## src/rtl/contador_sincrono_updown_param_pkg.sv

```systemverilog
// contador_sincrono_updown_param_pkg: shared direction/mode constants and parameter legality check
package contador_sincrono_updown_param_pkg;
   localparam logic SOBE  = 1'b1;
   localparam logic DESCE = 1'b0;
   localparam int MODO_WRAP   = 0;
   localparam int MODO_SATURA = 1;
   function automatic bit parametros_validos(input int width, input int modulo, input int satura);
      return width >= 2 && width <= 16 && modulo >= 2 && modulo <= (1 << width) &&
             (satura == MODO_WRAP || satura == MODO_SATURA);
   endfunction
endpackage

```

## src/rtl/contador_proximo_estado.sv

```systemverilog
// contador_proximo_estado: combinational next count, terminal count and next ovf
module contador_proximo_estado
   import contador_sincrono_updown_param_pkg::*;
#(
   parameter int WIDTH  = 4,
   parameter int MODULO = 16,
   parameter int SATURA = MODO_WRAP
) (
   input  logic [WIDTH-1:0] q,
   input  logic             T,
   input  logic             up,
   input  logic             load,
   input  logic [WIDTH-1:0] d,
   output logic [WIDTH-1:0] q_next,
   output logic             tc,
   output logic             ovf_next
);
   localparam logic [WIDTH-1:0] LIMITE = WIDTH'(MODULO - 1);
   logic             d_ok;
   logic [WIDTH-1:0] volta;
   // load beats count beats hold; a limit hit either wraps or holds depending on SATURA
   always_comb begin
      tc       = T & (((up == SOBE) & (q == LIMITE)) | ((up == DESCE) & (q == '0)));
      d_ok     = {1'b0, d} < (WIDTH + 1)'(MODULO);
      volta    = (SATURA == MODO_SATURA) ? q : ((up == SOBE) ? '0 : LIMITE);
      q_next   = load ? (d_ok ? d : LIMITE) :
                 !T   ? q :
                 tc   ? volta :
                 (up == SOBE) ? q + WIDTH'(1) : q - WIDTH'(1);
      ovf_next = ~load & tc;
   end
endmodule

```

## src/rtl/contador_sincrono_updown_param.sv

```systemverilog
// contador_sincrono_updown_param: cascadable modulo-N up/down counter with load, wrap or saturate
module contador_sincrono_updown_param
   import contador_sincrono_updown_param_pkg::*;
#(
   parameter int WIDTH  = 4,
   parameter int MODULO = 16,
   parameter int SATURA = MODO_WRAP
) (
   input  logic             clk,
   input  logic             clear_n,
   input  logic             T,
   input  logic             up,
   input  logic             load,
   input  logic [WIDTH-1:0] d,
   output logic [WIDTH-1:0] q,
   output logic             tc,
   output logic             ovf
);
   logic [WIDTH-1:0] q_next;
   logic             ovf_next;

   if (!parametros_validos(WIDTH, MODULO, SATURA)) begin : g_param_invalido
      $error("contador_sincrono_updown_param: illegal WIDTH/MODULO/SATURA combination");
   end

   contador_proximo_estado #(
      .WIDTH (WIDTH),
      .MODULO(MODULO),
      .SATURA(SATURA)
   ) u_prox (
      .q       (q),
      .T       (T),
      .up      (up),
      .load    (load),
      .d       (d),
      .q_next  (q_next),
      .tc      (tc),
      .ovf_next(ovf_next)
   );

   // count and event registers; clear_n drops them to zero at once, abandoning any pending ovf
   always_ff @(posedge clk or negedge clear_n) begin
      if (!clear_n) begin
         q   <= '0;
         ovf <= 1'b0;
      end else begin
         q   <= q_next;
         ovf <= ovf_next;
      end
   end
endmodule

```

## config.mk

```make
export PLATFORM = sky130hd
export DESIGN_NAME = contador_sincrono_updown_param
export DESIGN_NICKNAME = d
export VERILOG_FILES = /design/src/rtl/contador_sincrono_updown_param_pkg.sv /design/src/rtl/contador_proximo_estado.sv /design/src/rtl/contador_sincrono_updown_param.sv
export SDC_FILE = /design/constraint.sdc
export NUM_CORES = 1
export LEC_CHECK = 0
export ABC_AREA = 1
export BUFFER_PORTS_ARGS = -buffer_cell sky130_fd_sc_hd__buf_2
export CAP_MARGIN = 20
export CORE_AREA = 3 3 40 42
export DETAILED_ROUTE_END_ITERATION = 6
export DIE_AREA = 0 0 43 45
export PLACE_DENSITY = 0.54
export SKIP_CTS_REPAIR_TIMING = 1
export SLEW_MARGIN = 0
export SYNTH_ARGS = -nofsm -noshare
export SYNTH_HDL_FRONTEND = slang
export SYNTH_SLANG_ARGS = --single-unit
```

## constraint.sdc

```tcl
create_clock -name clk -period 2.1 [get_ports clk]
set_clock_uncertainty 0.2 [all_clocks]
set_input_delay 0.42 -clock clk [delete_from_list [all_inputs] [get_ports clk]]
set_output_delay 0.42 -clock clk [all_outputs]
set_load 0.005 [all_outputs]
```

# After elaboration in Yosys (flattened, before gate mapping)
# Cells that the tools add are included.
# totals
reg_bits	5
input_bits	9
output_inout_bits	6
wordCells	19
# classes
add_sub_neg	2
eq_ne	1
mux	5
bitwise	7
reduce_logical	2
# ops
cell	n
2-to-1 mux 4 bit	5
adder 4 x 1 -> 4 bit, second input constant	1
AND 1 bit	4
== test 4 bit, second input constant	1
zero test 4 bit	1
subtractor 4 x 1 -> 4 bit, second input constant	1
inverter 1 bit	2
nonzero test 2 bit	1
bitwise OR 1 bit	1

# Depth between registers and ports, before layout
# Gate-level depths: netlist of run 1.
# logic_depth
ltp_word	7
depth_mapped	11
mapped_depth_nobuf	11

# Hierarchy
# Synthesis of run 1 repeated with hierarchy kept, for this count alone.
# hier_totals
cells_unflattened	63
area_unflattened_um2	412.9
# modules_own_cells
mod	instances	cells_each	area_per_inst_um2	seq_area_each_um2
contador_proximo_estado	1	58	287.8	0.0
contador_sincrono_updown_param	1	5	125.1	125.1

# Worst setup path after synthesis of run 1
# No wires, ideal clock.
# synth_timing
path_type	input -> register
from	input up
to	register q[3]
setup_ns	0.116
arrival_time_ns	1.300
required_time_ns	1.784
slack_ns	0.483
stages	9
n_path_buf	0
cell_sequence	inv_2 -> ha_1 -> or2_1 -> nand3_1 -> nand2_1 -> nand2_1 -> nand2_1 -> nand2_1 -> nand2_1
# synth_via
elab_chain_cells	7
word_cells_on_any_way	10
cone_classes	mux: 5; bitwise: 5
# synth_rtl
item	line_no	rtl
from (decl)	contador_sincrono_updown_param.sv:12	input logic up,
inverter 1 bit	contador_proximo_estado.sv:23	tc = T & (((up == SOBE) & (q == LIMITE)) | ((up == DESCE) & (q == '0)));
AND 1 bit	contador_proximo_estado.sv:23	
bitwise OR 1 bit	contador_proximo_estado.sv:23	
AND 1 bit	contador_proximo_estado.sv:23	
2-to-1 mux 4 bit (*)	contador_proximo_estado.sv:28	tc ? volta :
2-to-1 mux 4 bit (*)	contador_proximo_estado.sv:27	!T ? q :
2-to-1 mux 4 bit (*)	contador_proximo_estado.sv:26	q_next = load ? (d_ok ? d : LIMITE) :
to (signal assigned)	contador_sincrono_updown_param.sv:47	q <= q_next;
to (decl)	contador_sincrono_updown_param.sv:15	output logic [WIDTH-1:0] q,
# Mark *: on every way between the ends. The rest lies on a longest branch, timed or not. The select of a mux whose other input is x is not followed.
# A chain may end at the register's enable or synchronous reset.

# Final worst setup path of run 1
# layout_timing
from	register q[0]
to	output tc
# layout_via
elab_chain_cells	4
word_cells_on_any_way	6
cone_classes	eq/ne: 1; bitwise: 4; reduce/logical: 1
# layout_rtl
item	line_no	rtl
== test 4 bit / zero test 4 bit (equally long branches)	contador_proximo_estado.sv:23	
AND 1 bit	contador_proximo_estado.sv:23	
bitwise OR 1 bit (*)	contador_proximo_estado.sv:23	
AND 1 bit (*)	contador_proximo_estado.sv:23	
to (decl)	contador_sincrono_updown_param.sv:16	output logic tc,
# Mark *: on every way between the ends. The rest lies on a longest branch, timed or not.

==> metrics.md, run 1 <==
| Metric | Value |
|---|---|
| Outcome | completed |
| Ports | 15 |
| # diodes | 0 |
| Largest net degree at the start of global routing | 8 |
| Internal power | 248 uW |
| Fin. Hold Viols | 0 |
| Count leader, synth | nand2_1 |
| WP data required | 1.48 ns |
| Max_cap viols | 0 |
| Pre-antenna DRT Iters | 4 |
| Sequential power share | between 30% and 40% |
| Critical Setup Path Class | reg2out |
| Worst path arrival time | between 1 and 1.5 ns |
| Top achievable clock speed | about 530 MHz |
| CTS tree | built |
| Initial antenna violation count | 0 |
| Syn_nets | 76 |
| Switch share | a little over a third |
| Clock Tree Root | clkbuf_4 |
| CP dominant cell by count | nand2_1 |
| Crit-path leading delay family | flip-flops |
| Final Non-Filler Cells | approximately 100 |
| Initial DRC count | 5 |
| Starting Density | between 30% and 40% |
| CP Cell Sequence | nor2_1, nand2_1, nand2_1, nand3_2, inv_1, buf_2 |
| DR vias | slightly above 400 |
| Number of flops mapped to enable cells by yosys | 0 |
| Number of routed nets with antenna violations | 0 |
| Syn Std Cell Area | 409 um2 |
| Static Leakage | roughly 0.00032 uW |
| Comb pwr share | between 30% and 40% |
| Rows | 13 |
| Ranking of synthesized cells by area | dfrtp_1 (31%), nand2_1 (26%), nor2_1 (10%) |
| First-pass GRT wire length | around 1400 um |
| Average vias per placed instance | around 4.2 |
| Final hold slack | between 0.15 and 0.2 ns |
| Core box area | about 1300 um2 |
| Clock buffer depth | 2 |
| Crit path time final | 1.89 ns |
| Syn_area_per_cell | approximately 6.4 um2 |
| Final core utilization | ~42% |
| Async S/R FF share, synth | 100% |
| CP bufs+invs | 2 |
| Routability cong. | around 0.81 |
| Num CTS Buffers | 3 |
| Grt ovf | 0 |
| Main synth FF type | dfrtp_1 |
| Final period util | approximately nine tenths |
| Final Max Tran Viols | 0 |
| Clock transition at the registers of the reported paths | 0.04 ns |
| Setup crit start kind | register |
| Number of global-route vias before repair | roughly 340 |
| Layout cells sized above 1 | around a quarter |
| Hold WC Path Type | in2reg |
| Post-synth top area share | between 30% and 40% |
| DIE AREA | between 1500 and 2000 um2 |
| Sw power | 142 uW |
| Final wirelength | approximately 900 um |
| Worst stage delay on the critical path | 0.45 ns |
| Clock sinks | 5 |
| Synthesized netlist cell count | between 60 and 70 |
| Die Span Y | 45 um |
| Sequential-to-total area share from yosys stat | 30.6% |
| Setup violations, final | 0 |
| Clk_lat worst skew | 0.24 ns |
| All-Layer GR Usage | under 10% |
| Unrepaired setup endpoints after global routing | false |
| Critical path fanouts, max | 6 |
| H-tree depth | 1 |
| Synth Warn # | 0 |
| Input/output buffers | 14 |
| Yosys reg bits | 5 |
| Commonest cells in the netlist | nand2_1 (28), nor2_1 (11), inv_1 (6) |
| Slew @ Worst Pin | between 0.2 and 0.3 ns |
| Synth area leader | dfrtp_1 |
| Peak VDD IR | ~0.22 mV |
| WL/cell | about 9 um |
| Worst slew margin | approximately 83% |
| DP HPWL | around 730 um |
| Clock share of power | around 28% |
| Remaining DRCs | 0 |
| Setup total negative slack | 0 ns |
| Nets@finish | 96 |
| Worst setup EP type | primary output |
| DIE WIDTH | ~43 um |
| Unique cell type count in the Yosys netlist | 16 |
| Layout area overhead | 30.6% |
| Slowest stage cell, crit path | dfrtp_1 |
| Dpl cells | 93 |
| PwrDens | approximately 730 nW/um2 |
==> flip-flops by register name, indices dropped and copies added, names as in the netlist <==
register and flops:
q 4, ovf 1
==> worst reg2reg max path: stages, from the launching register on <==
cell,delay [ns]
dfrtp_1,0.43
ha_1,0.32
or2_1,0.25
nand3_1,0.08
nand2_1,0.05
nand2_1,0.06
nand2_1,0.04
nand2_1,0.06
nand2_1,0.04
==> per-layer routing <==
metal	wire length (um)	vias to the layer above	GRT usage, %
li1	-	233	-
met1	458	164	14.5
met2	408	10	14.4
met3	37	0	2.39
met4	0	0	3.61
met5	0	-	0
==> metrics by stage <==
| step | area [um2] | setup slack [ns] | total power (uW) |
|---|---|---|---|
| floorplan | 409 | 0.483 | 230 |
| finish | 534 | 0.211 | 390 |
| CTS | 524 | 0.197 | 394 |
| detailed placement | 498 | 0.279 | 283 |
| global route | 534 | 0.108 | 420 |
| global placement | 498 | 0.281 | 281 |
==> final cells by class <==
cell class	count	area (um2)
fillers	144	751
clock buffers	4	26.3
multi-input cells	51	254
flip-flops and latches	5	125
repair buffers	15	80.1
well taps	15	18.8
inverters	8	30.0
==> cell families (layout without fill, tap and decap cells) <==
logic type      count (synthesis)  in the layout  share of synthesized area (%)
simple gates                   44             44                           44.0
buf+inv                         8             27                           7.34
flops                           5              5                           30.6
fa+ha+maj                       3              3                           11.0
compound gates                  3              3                           4.89
xor+xnor                        1              1                           2.14
==> worst paths after layout <==
| check | start | to | slack, ns | cells past startpoint |
|---|---|---|---|---|
| max reg2reg | q[2]$_DFFE_PN0P_ | q[3]$_DFFE_PN0P_ | 0.46 | 8 |
| min in group asynchronous | clear_n | q[0]$_DFFE_PN0P_ | 0.33 | 2 |
| min reg2reg | q[2]$_DFFE_PN0P_ | q[2]$_DFFE_PN0P_ | 0.39 | 2 |
| min | load | ovf$_DFF_PN0_ | 0.18 | 2 |
| max in group asynchronous | clear_n | q[3]$_DFFE_PN0P_ | 1.25 | 2 |
| max | q[0]$_DFFE_PN0P_ | tc | 0.21 | 6 |
==> layout by cell type, fill, tap and decap left out <==
cell type      instances
buf_2                 14
clkbuf_1               1
clkbuf_4               3
dfrtp_1                5
dlygate4sd3_1          1
fa_1                   1
ha_1                   2
inv_1                  6
inv_2                  2
nand2_1               28
nand3_1                1
nand3_2                1
nand4_1                1
nor2_1                11
nor2_2                 1
o21ai_1                1
o21ai_2                1
o22ai_1                1
or2_1                  1
xor2_1                 1
==> power groups by stage <==
stage / combinational, uW / sequential, uW / clock, uW
2_1_floorplan: 96.7 / 133 / 0
3_3_place_gp: 143 / 138 / 0
3_5_place_dp: 145 / 138 / 0
4_1_cts: 146 / 137 / 112
5_1_grt: 165 / 141 / 114
6_report: 145 / 136 / 109
No activity file was read; power rests on OpenSTA's default activity.
==> inputs of run 2 (changes only) <==
--- a/config.mk
+++ b/config.mk
@@ -8,10 +8,12 @@
 export ABC_AREA = 1
 export BUFFER_PORTS_ARGS = -buffer_cell sky130_fd_sc_hd__buf_2
 export CAP_MARGIN = 20
+export CELL_PAD_IN_SITES_DETAIL_PLACEMENT = 1
+export CELL_PAD_IN_SITES_GLOBAL_PLACEMENT = 1
 export CORE_AREA = 3 3 40 42
 export DETAILED_ROUTE_END_ITERATION = 6
 export DIE_AREA = 0 0 43 45
-export PLACE_DENSITY = 0.54
+export PLACE_DENSITY = 0.75
 export SKIP_CTS_REPAIR_TIMING = 1
 export SLEW_MARGIN = 0
 export SYNTH_ARGS = -nofsm -noshare
==> constraint.sdc (replaced) <==
create_clock -name clk -period 2.2 [get_ports clk]
set_clock_uncertainty 0.2 [all_clocks]
set_input_delay 0.44 -clock clk [delete_from_list [all_inputs] [get_ports clk]]
set_output_delay 0.44 -clock clk [all_outputs]
set_load 0.005 [all_outputs]
==> metrics.md, run 2 (synthesis gave the netlist of run 1 again) <==
| Metric | Value |
|---|---|
| FF/Latch Area | 125 um2 |
| WL/cell | roughly 11 um |
| Fillers | between 150 and 200 |
| Multi-input logic area | 254 um2 |
| Grt ovf | 0 |
| Commonest non-fill, non-tap cell in the layout | nand2_1 |
| Final period util | between 80 and 90% |
| Die Span Y | ~45 um |
| Ports | 15 |
| Final wirelength | 1110 um |
| Final Non-Filler Cells | 98 |
| H-tree depth | 1 |
| Layout area overhead | 30.9% |
| Peak VDD IR | just over 0.3 mV |
| Setup crit start kind | register |
| Clock sinks | 5 |
| Worst setup EP type | primary output |
| Number of routed nets with antenna violations | 0 |
| Critical path fanouts, max | 6 |
| Hold WC Path Type | in2reg |
| Fin. Hold Viols | 0 |
| DR vias | about 470 |
| Input/output buffers | 14 |
| Worst slew margin | about four fifths |
| Clock buffer depth | 2 |
| DP HPWL | approximately 870 um |
| Setup total negative slack | 0 ns |
| PwrDens | about 710 nW/um2 |
| Number of global-route vias before repair | 496 |
| Biggest regs | q x4, ovf x1 |
| Initial DRC count | 4 |
| Num CTS Buffers | 3 |
| Critical Setup Path Class | reg2out |
| Worst path arrival time | 1.33 ns |
| Layout cells sized above 1 | 27.7% |
| Core box area | 1280 um2 |
| Top achievable clock speed | around 510 MHz |
| First-pass GRT wire length | 2100 um |
| Remaining DRCs | 0 |
| CTS tree | built |
| Dpl cells | 93 |
| All-Layer GR Usage | around 15% |
| Routability cong. | between 0.7 and 0.8 |
| Static Leakage | 0.000323 uW |
| Most frequent cells in the layout | nand2_1 (28), buf_2 (14), nor2_1 (11), inv_1 (6), dfrtp_1 (5) |
| WP data required | ~1.6 ns |
| Slew @ Worst Pin | around 0.28 ns |
| Setup violations, final | 0 |
| Max_cap viols | 0 |
| # diodes | 0 |
| Unrepaired setup endpoints after global routing | false |
| Clock transition at the registers of the reported paths | 0.05 ns |
| Clock Tree Root | clkbuf_4 |
| Crit path time final | 1.97 ns |
| Rows | 13 |
| Final Max Tran Viols | 0 |
| Initial antenna violation count | 0 |
| Nets@finish | 96 |
| Largest Register | q |
| DIE AREA | 1940 um2 |
| Starting Density | between 30% and 40% |
| Average vias per placed instance | 4.74 |
| Pre-antenna DRT Iters | 4 |
| DIE WIDTH | ~43 um |
| Outcome | completed |
| Max reg flops | 4 |
| Largest net degree at the start of global routing | 8 |
| Clk_lat worst skew | approximately 0.25 ns |
run 2: power by group:
group          internal [uW]  switching (uW)  leakage (uW)  total [uW]
Combinational           61.0            76.8      0.000245         138
Sequential               106            24.3     0.0000607         131
Clock                   66.3            47.3     0.0000177         114
run 2: final cells by class:
class	count	share of cell area (%)
Timing Repair Buffer	15	15.0
Clock buffer	3	4.21
Multi-Input combinational cell	51	47.4
Clock inverter	1	0.935
Tap cell	15	3.50
Inverter	8	5.61
Sequential cell	5	23.4
run 2: worst max-delay path: stages (launching register included):
cell     delay (ns)
dfrtp_1        0.46
nor2_1         0.18
nand2_1        0.07
nand2_1        0.07
nand3_2        0.12
inv_1          0.07
buf_2          0.10
run 2: path summary, 6_finish.rpt:
path	startpoint	to	slack [ns]	depth (start not counted)
max in group asynchronous	clear_n	q[2]$_DFFE_PN0P_	1.34	2
min in group asynchronous	clear_n	q[0]$_DFFE_PN0P_	0.32	2
worst max register to register	q[2]$_DFFE_PN0P_	q[3]$_DFFE_PN0P_	0.56	8
worst min register to register	q[2]$_DFFE_PN0P_	q[2]$_DFFE_PN0P_	0.38	2
worst min-delay path	load	ovf$_DFF_PN0_	0.18	2
worst max-delay path	q[0]$_DFFE_PN0P_	tc	0.23	6
run 2: routing by layer:
layer,GRT usage [%],part of all wire (%),vias to the layer above
li1,-,-,232
met1,16.5,40,214
met2,26.9,50,17
met3,3.59,8.5,2
met4,5.42,0.81,0
met5,0,0,-
run 2: metrics by stage:
step	worst slack, ns	power [uW]	util, %	hold slack, ns	instance area [um2]
floorplan	0.563	220	-	-0.0556	409
global placement	0.337	265	38.8	0.0575	498
detailed placement	0.323	271	38.8	0.0583	498
CTS	0.199	390	40.9	-0.220	526
global route	0.107	431	41.7	0.189	536
finish	0.228	382	41.7	0.184	536
==> inputs of run 3 (changes only) <==
--- a/config.mk
+++ b/config.mk
@@ -18,4 +18,5 @@
 export SLEW_MARGIN = 0
 export SYNTH_ARGS = -nofsm -noshare
 export SYNTH_HDL_FRONTEND = slang
+export SYNTH_HIERARCHICAL = 1
 export SYNTH_SLANG_ARGS = --single-unit
==> metrics.md, run 3 <==
| Metric | Value |
|---|---|
| Outcome | completed |
| CTS tree | built |
| Count leader, synth | nand2_1 |
| Slew @ Worst Pin | roughly 0.23 ns |
| Syn_area_per_cell | between 6 and 7 um2 |
| Layout cells sized above 1 | a little under a quarter |
| Setup total negative slack | 0 ns |
| Final hold slack | a little over 0.2 ns |
| Clk_lat worst skew | ~0.23 ns |
| Commonest non-fill, non-tap cell in the layout | nand2_1 |
| Static Leakage | 0.000320 uW |
| Initial antenna violation count | 0 |
| Average vias per placed instance | ~4.7 |
| Largest Register | q |
| CP bufs+invs | 2 |
| Async S/R FF share, synth | 100% |
| Num CTS Buffers | 3 |
| H-tree depth | 1 |
| Starting Density | roughly a third |
| Crit path time final | ~1.9 ns |
| CP dominant cell by count | nand2_1 |
| Fin. Hold Viols | 0 |
| Clock Tree Root | clkbuf_4 |
| DIE WIDTH | between 40 and 50 um |
| Syn_nets | 75 |
| Fillers | ~180 |
| CP Cell Sequence | nor2_1, nand2_1, nand2_1, nand3_2, inv_1, buf_2 |
| Synth area leader | dfrtp_1 |
| Ports | 15 |
| Critical path fanouts, max | 6 |
| Hold WC Path Type | in2reg |
| Unrepaired setup endpoints after global routing | false |
| Layout area overhead | 29.1% |
| Peak VDD IR | 0.287 mV |
| Number of routed nets with antenna violations | 0 |
| DIE AREA | 1940 um2 |
| Nets@finish | 94 |
| Core box area | between 1000 and 1500 um2 |
| Initial DRC count | 1 |
| Ranking of synthesized cells by area | dfrtp_1 (30%), nand2_1 (24%), nor2_1 (8.2%) |
| Sequential-to-total area share from yosys stat | between 30% and 40% |
| Final Max Tran Viols | 0 |
| Pre-antenna DRT Iters | 2 |
| Unique cell type count in the Yosys netlist | 14 |
| Worst slew margin | between 80% and 90% |
| Slowest stage cell, crit path | dfrtp_1 |
| Worst setup EP type | primary output |
| # diodes | 0 |
| Die Span Y | ~45 um |
| Max_cap viols | 0 |
| WP data required | roughly 1.6 ns |
| Largest net degree at the start of global routing | 10 |
| Yosys reg bits | 5 |
| DP HPWL | around 850 um |
| Worst path arrival time | 1.27 ns |
| Clock transition at the registers of the reported paths | around 0.04 ns |
| Synthesized netlist cell count | 63 |
| First-pass GRT wire length | ~1700 um |
| All-Layer GR Usage | 12.0% |
| Final wirelength | a little over 1000 um |
| Critical Setup Path Class | reg2out |
| Synth Warn # | 6 |
| Grt ovf | 0 |
| Commonest cells in the netlist | nand2_1 (26), nor2_1 (9), inv_1 (7) |
| Syn Std Cell Area | about 410 um2 |
| Most frequent cells in the layout | nand2_1 (26), buf_2 (14), nor2_1 (9), inv_1 (7), dfrtp_1 (5) |
| Setup crit start kind | register |
| Clock sinks | 5 |
| PwrDens | approximately 620 nW/um2 |
| Top achievable clock speed | 524 MHz |
| Final period util | between 80% and 90% |
| Remaining DRCs | 0 |
| Routability cong. | ~0.71 |
| DR vias | around 460 |
| Crit-path leading delay family | flip-flops |
| WL/cell | 10.8 um |
| Max reg flops | 4 |
| Number of global-route vias before repair | 429 |
| Number of flops mapped to enable cells by yosys | 0 |
| Setup violations, final | 0 |
| Clock buffer depth | 2 |
| Post-synth top area share | between 30% and 40% |
| Input/output buffers | 14 |
| Rows | 13 |
| Worst stage delay on the critical path | approximately 0.45 ns |
| Main synth FF type | dfrtp_1 |
| Biggest regs | q x4, ovf x1 |
run 3: changes by cell type in the layout (fill, tap and decap cells not counted), moves of 2 or more:
| cell | delta |
|---|---|
| a21oi_1 | +2 |
| inv_2 | -2 |
| nand2_1 | -2 |
| nand3_1 | +2 |
| nor2_1 | -2 |
| o21ai_0 | +2 |
run 3: cell type report:
type / instances / area, um2 / share of cell area, %
clock buffers: 4 / 26.3 / 4.93
inverters: 7 / 26.3 / 4.93
multi-input cells: 50 / 256 / 48.1
flip-flops and latches: 5 / 125 / 23.5
well taps: 15 / 18.8 / 3.52
repair buffers: 15 / 80.1 / 15.0
run 3: cells by family after synthesis:
| logic type | Yosys count | share of synthesized area [%] |
|---|---|---|
| buffers and inverters | 8 | 7.58 |
| AOI/OAI and AO/OA | 5 | 6.97 |
| adders and majority gates | 3 | 10.9 |
| and+or+nand+nor | 39 | 37.9 |
| DFF | 5 | 30.3 |
| xor gates and xnor gates | 3 | 6.36 |
run 3: tightest hold or removal path, stage by stage:
cell,delay (ns)
buf_2,0.07
nand2_1,0.04
nand2_1,0.05
run 3: layer usage:
layer  up-vias  global-route usage [%]  routed length, um  part of all wire, %
met2        13                    20.4                542                   52
met1       214                    14.5                438                   42
met4         0                    7.23                  0                    0
met5         -                       0                  0                    0
met3         0                    1.59                 59                  5.7
li1        228                       -                  -                    -
run 3: final timing paths:
kind / startpoint / to / slack [ns] / cells after the start
max: q[0]$_DFF_PN0_ / tc / 0.29 / 6
min: d[2] / q[2]$_DFF_PN0_ / 0.20 / 3
max reg2reg: q[2]$_DFF_PN0_ / q[3]$_DFF_PN0_ / 0.60 / 10
min reg2reg: q[2]$_DFF_PN0_ / q[2]$_DFF_PN0_ / 0.49 / 4
max in group asynchronous: clear_n / ovf$_DFF_PN0_ / 1.33 / 2
min in group asynchronous: clear_n / q[1]$_DFF_PN0_ / 0.35 / 2
run 3: where the power goes:
group          switching [uW]  internal (uW)  total, uW
clock network            34.1           68.3        102
registers                15.5            102        118
logic                    62.5           50.0        112
total                     112            220        333
run 3: stage by stage:
stage | util (%) | power (uW) | setup slack, ns | std cells | instance area (um2)
2_1_floorplan | - | 192 | 0.612 | 63 | 413
3_3_place_gp | 38.7 | 229 | 0.280 | 91 | 497
3_5_place_dp | 38.7 | 233 | 0.248 | 91 | 497
4_1_cts | 40.7 | 340 | 0.274 | 95 | 523
5_1_grt | 41.5 | 363 | 0.200 | 96 | 533
6_report | 41.5 | 333 | 0.292 | 96 | 533
